===== src/rtl/fifo_pkg.sv =====
// Shared constants and helpers for the FIFO stream reader.
// Buffer depth and the read-credit rule live here.
package fifo_pkg;

  localparam int DATA_W_DEF = 8;
  localparam int CNT_W_DEF  = 16;
  localparam int BUF_DEPTH  = 2;

  typedef logic [1:0] occ_t;

  // True when one more read still fits once inflight data lands.
  function automatic logic credit_ok(
    input occ_t occ,
    input logic infl,
    input logic pop
  );
    logic [2:0] sum;
    sum = {1'b0, occ} + {2'b00, infl} - {2'b00, pop};
    return sum < 3'(BUF_DEPTH);
  endfunction

endpackage


===== src/rtl/rd_skid_buf.sv =====
// Two-entry output buffer between the FIFO read port and the stream.
// Head stays put until popped; captures into a full buffer are dropped.
module rd_skid_buf
  import fifo_pkg::*;
#(
  parameter int DATA_W = DATA_W_DEF
) (
  input  logic              clk,
  input  logic              rst_n,
  input  logic              capture,
  input  logic [DATA_W-1:0] cap_data,
  input  logic              pop,
  output logic [DATA_W-1:0] head,
  output occ_t              occ,
  output logic              ovf
);

  logic [DATA_W-1:0] mem [BUF_DEPTH];
  logic              wr_ptr;
  logic              rd_ptr;
  logic              full;
  logic              accept;

  assign full   = (occ == 2'(BUF_DEPTH));
  assign accept = capture & (~full | pop);
  assign ovf    = capture & full & ~pop;
  assign head   = mem[rd_ptr];

  always_ff @(posedge clk or negedge rst_n) begin
    if (!rst_n) begin
      for (int i = 0; i < BUF_DEPTH; i++) begin
        mem[i] <= '0;
      end
      wr_ptr <= 1'b0;
      rd_ptr <= 1'b0;
      occ    <= '0;
    end else begin
      if (accept) begin
        mem[wr_ptr] <= cap_data;
        wr_ptr      <= ~wr_ptr;
      end
      if (pop) begin
        rd_ptr <= ~rd_ptr;
      end
      unique case ({accept, pop})
        2'b10:   occ <= occ + 2'd1;
        2'b01:   occ <= occ - 2'd1;
        default: occ <= occ;
      endcase
    end
  end

endmodule


===== src/rtl/fifo_stream_reader.sv =====
// Pulls bytes from a synchronous FIFO and replays them as a valid/ready stream.
// Reads are credit-limited so the two-entry buffer never overflows.
module fifo_stream_reader
  import fifo_pkg::*;
#(
  parameter int DATA_W = DATA_W_DEF,
  parameter int CNT_W  = CNT_W_DEF
) (
  input  logic              clk,
  input  logic              rst_n,
  input  logic              en,
  input  logic              buf_empty,
  input  logic [DATA_W-1:0] buf_out,
  output logic              rd_en,
  output logic [DATA_W-1:0] m_data,
  output logic              m_valid,
  input  logic              m_ready,
  output logic [CNT_W-1:0]  byte_cnt,
  output logic              ovf_err
);

  logic inflight;
  logic pop;
  logic ovf_hit;
  occ_t occ;

  rd_skid_buf #(
    .DATA_W(DATA_W)
  ) u_buf (
    .clk     (clk),
    .rst_n   (rst_n),
    .capture (inflight),
    .cap_data(buf_out),
    .pop     (pop),
    .head    (m_data),
    .occ     (occ),
    .ovf     (ovf_hit)
  );

  assign m_valid = (occ != '0);
  assign pop     = m_valid & m_ready;

  // Held low while reset is asserted so the FIFO is never popped then.
  assign rd_en = rst_n & en & ~buf_empty
               & credit_ok(occ, inflight, pop);

  always_ff @(posedge clk or negedge rst_n) begin
    if (!rst_n) begin
      inflight <= 1'b0;
      byte_cnt <= '0;
      ovf_err  <= 1'b0;
    end else begin
      inflight <= rd_en;
      if (pop) begin
        byte_cnt <= byte_cnt + CNT_W'(1);
      end
      if (ovf_hit) begin
        ovf_err <= 1'b1;
      end
    end
  end

endmodule


===== config.mk =====
export PLATFORM = sky130hd
export DESIGN_NAME = fifo_stream_reader
export DESIGN_NICKNAME = d
export VERILOG_FILES = /design/src/rtl/fifo_pkg.sv /design/src/rtl/rd_skid_buf.sv /design/src/rtl/fifo_stream_reader.sv
export SDC_FILE = /design/constraint.sdc
export NUM_CORES = 1
export LEC_CHECK = 0
export CAP_MARGIN = 0
export CORE_MARGIN = 2
export CORE_UTILIZATION = 40
export DETAILED_ROUTE_END_ITERATION = 10
export DONT_BUFFER_PORTS = 1
export SLEW_MARGIN = 20
export SYNTH_ARGS = -nofsm -noshare
export SYNTH_HDL_FRONTEND = slang
export SYNTH_SLANG_ARGS = --single-unit

===== constraint.sdc =====
create_clock -name clk -period 1.84 [get_ports clk]
set_input_delay 0.368 -clock clk [delete_from_list [all_inputs] [get_ports clk]]
set_output_delay 0.368 -clock clk [all_outputs]
set_load 0.05 [all_outputs]

==> results of run 1 <==
==> through the flow <==
step / hold slack (ns) / worst slack [ns] / std cells / TNS, ns / utilization, %
finish: 0.226 / -0.458 / 215 / -0.458 / 49.3
global route: 0.212 / -0.577 / 215 / -0.577 / 49.3
CTS: 0.219 / -0.471 / 215 / -0.471 / 49.3
detailed placement: 0.0737 / -0.165 / 205 / -0.165 / 46.4
global placement: 0.0735 / -0.112 / 205 / -0.112 / 46.4
floorplan: 0.0724 / -0.223 / 135 / -0.223 / -
==> worst paths after layout <==
path | endpoint | slack [ns] | cells after the start
setup / recovery | rd_en | -0.46 | 7
hold / removal | u_buf.mem[3]$_DFFE_PN0P_ | 0.23 | 1
setup reg to reg | inflight$_DFF_PN0_ | 0.27 | 6
hold reg to reg | u_buf.mem[6]$_DFFE_PN0P_ | 0.50 | 1
max in group asynchronous | byte_cnt[9]$_DFFE_PN0P_ | 1.11 | 2
min in group asynchronous | inflight$_DFF_PN0_ | 0.54 | 2
==> power breakdown <==
part | switching (mW) | total (mW) | internal [mW] | leakage, nW
Combinational | 1.06 | 1.59 | 0.531 | 0.434
Sequential | 0.222 | 1.33 | 1.11 | 0.479
Clock | 0.282 | 0.585 | 0.302 | 0.0482
Total | 1.56 | 3.51 | 1.94 | 0.962
==> logic make-up after synthesis <==
logic type / share of synthesized area [%]
DFF: 53.4
muxes: 16.4
adders and majority gates: 1.83
buffers and inverters: 1.90
xor gates and xnor gates: 8.85
and+or+nand+nor: 12.7
AOI/OAI and AO/OA: 4.92
==> timing repair <==
item,CTS,global route
resized for setup,1,0
cloned,0,0
hold buffers,2,0
setup endpoints to repair,1,1
endpoints found under the hold margin,38,0
==> worst max-delay path, delay by kind of cell, from the launching register on <==
family          cells  cell delay [ns]
fa+ha+maj           1             0.48
buf+inv             2             0.22
simple gates        3             0.48
flops               1             0.39
compound gates      1             0.06
==> per-layer routing <==
metal  global-route usage [%]  vias to the layer above  share of wire (%)
li1                         -                      521                  -
met5                        0                        -                  0
met2                     22.1                       28                 47
met1                     17.8                      545                 43
met4                     4.40                        0                1.4
met3                     7.55                        6                8.2
==> state kept, by name, indices dropped and copies added, names as in the netlist <==
register,cells
inflight,1
byte_cnt,16
u_buf.wr_ptr,1
u_buf.occ,2
u_buf.mem,16
u_buf.rd_ptr,1
ovf_err,1
==> cell usage in the layout, fill, tap and decap left out, types with 2 or more instances in the layout <==
master	netlist	layout
dfrtp_1	38	38
mux2_2	25	25
buf_4	1	20
xnor2_1	13	13
nor2_1	7	6
nand2_1	6	6
clkbuf_8	0	6
xor2_1	5	5
nand4_1	5	5
nand3_1	5	5
nand2b_1	3	3
o211ai_4	2	2
inv_1	3	2
a21oi_1	2	2
buf_12	0	2
==> area by class of cell <==
class	instances	share of cell area, %
Clock buffer	7	4.05
Clock inverter	1	0.235
Inverter	3	0.528
Multi-Input combinational cell	91	38.1
Sequential cell	38	44.6
Tap cell	52	3.05
Timing Repair Buffer	23	9.40
==> run metrics, run 1 <==
Worst Setup SP u_buf.occ[0]$_DFFE_PN0P_; clock skew 0.00543 ns; final-report hold violation count 0; Final HPWL DP 2330 µm; clock sinks 38; Max Slew Vio Count 0; share of cells above drive strength 1 41.1%; failing checks negative setup slack; Synth top area share 53.4%; CP required 1.47 ns; Slew headroom 66.8%; worst r2r src u_buf.occ[0]$_DFFE_PN0P_; Post-synth EDFFs 0; Num CTS Buffers 5; vias in the first global route 1171; total chip power 3.51 mW; Yosys top cell by area dfrtp_1; top-level port count 40; final worst path period share 125%; Total Routing Usage GR 14.4%; number of setup violations in the final report 1; min-delay src buf_out[3]; Die Footprint 5000 µm²; Yosys reg bits 38; pwr/cell area 1650 nW/µm²; multi-input logic area 812 µm²; crit path cell chain inv_2 > and3_4 > o21ai_2 > fa_1 > nand4b_1 > nor2_4 > buf_12; Slew @ Worst Pin 0.498 ns; Clk Latency, worst-skew pair 0.29 ns; max_cap viols 0; wire length per cell 14.9 µm; Starting Density 41.2%; Final WS setup -0.458 ns; Worst-path clk slew 0.07 ns; CP Launch Type flop; global-route wire length before repair 5530 µm; Die W 70.7 µm; Clock Path Buffers 2; initial antenna violation count 0; row cnt 24; Setup crit end kind primary output; setup bufs post-CTS 0; mapped cell area 1780 µm²; Mapped Cells 135; Synth area leaders dfrtp_1 (53%), mux2_2 (16%), xnor2_1 (6.4%); CP max stage cell fa_1; total grt overflow 0; storage element area 951 µm²; synth cell count leaders dfrtp_1 (38), mux2_2 (25), xnor2_1 (13), nor2_1 (7), nand2_1 (6); Die Height 70.7 µm; GPL Wtd Cong 0.704; Filler cells 383; drt pass-1 iters 2; largest net degree at the start of global routing 39; total number of vias 1100; share of synthesized flip-flops with an asynchronous set or reset 100%; DR vias/cell 5.12; P&R area growth vs syn 19.7%; f_max 0.435 GHz; LEAKAGE 0.962 nW; Antenna Cells 0; design area 2130 µm²; CP peak stage delay 0.48 ns; most frequent cell after synthesis dfrtp_1; RSZ-0062 raised after global routing yes; syn avg cell area 13.2 µm²; Synth Flop Type dfrtp_1; CTS root buf clkbuf_8; peak supply drop 1.09 mV; final WL 3200 µm; Final #Nets 177; post-route minimum period 2.30 ns; CP Max Fanout 4; Data arrival, critical path 1.93 ns; CTS tree done; Core Area 4320 µm²; sequential share of the synthesized area 53.4%; Worst Hold Class in -> reg; Net Count, Synth 150; 1st-iter DRT viols 25; # H-tree levels 2; antenna-violating nets left 0; status complete, but fails checks; yosys warns 0; I/O Buffers 0; Area after DPL 2010 µm²; Post-route DRC 0; WS Path Type reg -> out; post-synth cell types 32
Note: power is estimated with default switching activity, not from simulation.
==> run 2, diff against run 1 <==
- GPL_TIMING_DRIVEN: not set -> 0
==> run 2 against run 1 <==
The run still ends with negative setup slack left. Sequential cell count did not move. Via count down 3.9%. Utilization fell by 2.0 points. Combinational power down 18%. Clock skew grew 0.0023 ns. Hold slack gained 0.012 ns. Global-route usage fell by 0.11 points. Critical endpoint unchanged.
==> run metrics, run 2 (synthesis results as in run 1) <==
status complete, but fails checks; failing checks negative setup slack; Die Footprint 5000 µm² (unchanged); crit path cell chain buf_6 > and3_4 > o21ai_2 > fa_1 > nand4b_1 > nor2_4; min-delay src buf_out[4]; # H-tree levels 2 (unchanged); Die W 70.7 µm (unchanged); f_max 0.428 GHz (-1.7%); Slew headroom 60.3% (-6.5 points); pwr/cell area 1740 nW/µm² (+5.6%); R2R depth 6 (unchanged); commonest non-fill, non-tap cells in the layout dfrtp_1 (32), mux2_2 (25), xnor2_1 (13), nand2_1 (6), dfrtp_2 (6); largest net degree at the start of global routing 39 (unchanged); number of setup violations in the final report 1 (unchanged); multi-input logic area 817 µm² (+0.62%); Starting Density 41.2% (unchanged); final worst path period share 127% (+2.1 points); DP Cell Count 187 (-8.8%); Post-route DRC 0 (unchanged); final-report hold violation count 0 (unchanged); cell internal pwr 1.98 mW (+2.1%); peak supply drop 0.996 mV (-8.2%); initial antenna violation count 0 (unchanged); CP required 1.47 ns (about the same); CP peak stage delay 0.49 ns (about the same); R2R Setup Slk 0.03 ns (-0.24 ns); Data arrival, critical path 1.97 ns (+0.04 ns); CP bufs+invs 1 (-1); drt pass-1 iters 6 (+4); total number of vias 1057 (-3.9%); clock sinks 38 (unchanged); Total Routing Usage GR 14.3% (-0.11 points); total grt overflow 0 (unchanged); GPL Wtd Cong 0.692 (-1.7%); Filler cells 414 (+8.1%); Antenna Cells 0 (unchanged); Hold Path Sink u_buf.mem[4]$_DFFE_PN0P_; switching power 1.57 mW (+0.21%); RSZ-0062 raised after global routing yes; P&R area growth vs syn 14.8%; Num CTS Buffers 5 (unchanged); share of cells above drive strength 1 40.5% (-0.56 points); Clk pwr share 19.0% (+2.3 points); Final #Nets 162 (-8.5%); worst r2r src u_buf.occ[1]$_DFFE_PN0P_; final WL 3270 µm (+2.1%); WS Path Type reg -> out; Worst Hold Class in -> reg; LEAKAGE 0.885 nW (-8.0%); Logic pwr share 36.5% (-8.9 points); DR vias/cell 5.29 (+3.3%); Clk Latency, worst-skew pair 0.28 ns (about the same); wire length per cell 16.3 µm (+9.7%); I/O Buffers 0 (unchanged); worst reg2reg endpoint inflight$_DFF_PN0_; vias in the first global route 1128 (-3.7%); row cnt 24 (unchanged); switching part of the total 44.2% (-0.47 points); Max Slew Vio Count 0 (unchanged); clock skew 0.00770 ns (+0.00228 ns); Top Family by Delay on Critical Path simple AND/OR/NAND/NOR gates; CTS root buf clkbuf_8; CP max stage cell fa_1; antenna-violating nets left 0 (unchanged); 1st-iter DRT viols 36 (+44%); CTS tree done; post-route minimum period 2.34 ns (+0.0391 ns); power share of the sequential group 44.5% (+6.6 points); Final WS setup -0.498 ns (-0.0391 ns); global-route wire length before repair 5570 µm (+0.63%); Cells on Worst Hold Path 1 (unchanged); storage element area 958 µm² (+0.79%); CP Max Fanout 2 (-2); Worst-path clk slew 0.08 ns (about the same); Setup crit end kind primary output; Fin Hold WS 0.237 ns (+0.0116 ns); Clock Path Buffers 2 (unchanged); CP Launch Type flop; max_cap viols 0 (unchanged); Die Height 70.7 µm (unchanged); Worst Setup SP u_buf.occ[1]$_DFFE_PN0P_; Slew @ Worst Pin 0.595 ns (+0.0972 ns); top flop regs byte_cnt x16, u_buf.mem x16, u_buf.occ x2; fin util 47.3% (-2.0 points); Core Area 4320 µm² (unchanged); most common cell after layout, fill and taps aside dfrtp_1; Setup TNS Final -0.498 ns (-0.0391 ns); top-level port count 40 (unchanged); Final HPWL DP 2370 µm (+1.8%); Finished Layout Cells 200 (-7.0%)
-- run 2: cell count changes in the layout (fill, tap and decap cells not counted), sizes merged --
cell / change
clkinv: +1
bufinv: +1
buf: -15
clkbuf: -2
-- run 2: cell type report --
type,instances,share of cell area [%]
Sequential cell,38,46.9
Multi-Input combinational cell,91,40.0
Clock buffer,5,3.37
Tap cell,52,3.18
Timing Repair Buffer,6,2.94
Clock inverter,3,1.96
Buffer,2,1.10
Inverter,3,0.551
-- run 2: power groups by stage --
stage | Combinational, mW | Sequential [mW] | Clock, mW
floorplan | 1.15 | 1.50 | 0
global placement | 1.23 | 1.54 | 0
detailed placement | 1.25 | 1.57 | 0
CTS | 1.30 | 1.58 | 0.701
global route | 1.38 | 1.62 | 0.731
finish | 1.30 | 1.58 | 0.673
-- run 2: how the worst max path moves through the flow --
stage / depth (start not counted) / slack [ns] / to
6_report: 6 / -0.50 / rd_en
5_1_grt: 6 / -0.59 / rd_en
4_1_cts: 6 / -0.53 / rd_en
3_5_place_dp: 6 / -0.33 / rd_en
3_3_place_gp: 6 / -0.27 / rd_en
2_1_floorplan: 6 / -0.22 / rd_en
-- run 2: timing repair --
item,CTS,global route
hold buffers,2,0
pin swaps,1,1
buffers inserted,4,0
endpoints found under the hold margin,38,0
setup endpoints to repair,11,5
gates resized for setup,5,4
-- run 2: per-stage QoR --
stage	instance area (µm²)	power [mW]	setup slack, ns
global placement	1860	2.77	-0.274
CTS	2040	3.58	-0.531
floorplan	1800	2.66	-0.223
detailed placement	1860	2.82	-0.326
finish	2040	3.55	-0.498
global route	2040	3.73	-0.594
-- run 2: worst reg2reg max path: cells and delay by family, from the launching register on --
family	cells	cell delay, ns
AOI/OAI and AO/OA	1	0.06
adders and majority gates	1	0.49
buffers and inverters	1	0.11
DFF	1	0.39
and+or+nand+nor	3	0.63
-- run 2: metal layers --
layer,global-route usage (%),up-vias,share of wire [%]
met5,0,-,0
met4,5.66,0,0.52
met3,4.42,2,6.4
met2,23.8,25,52
met1,17.4,542,41
li1,-,488,-
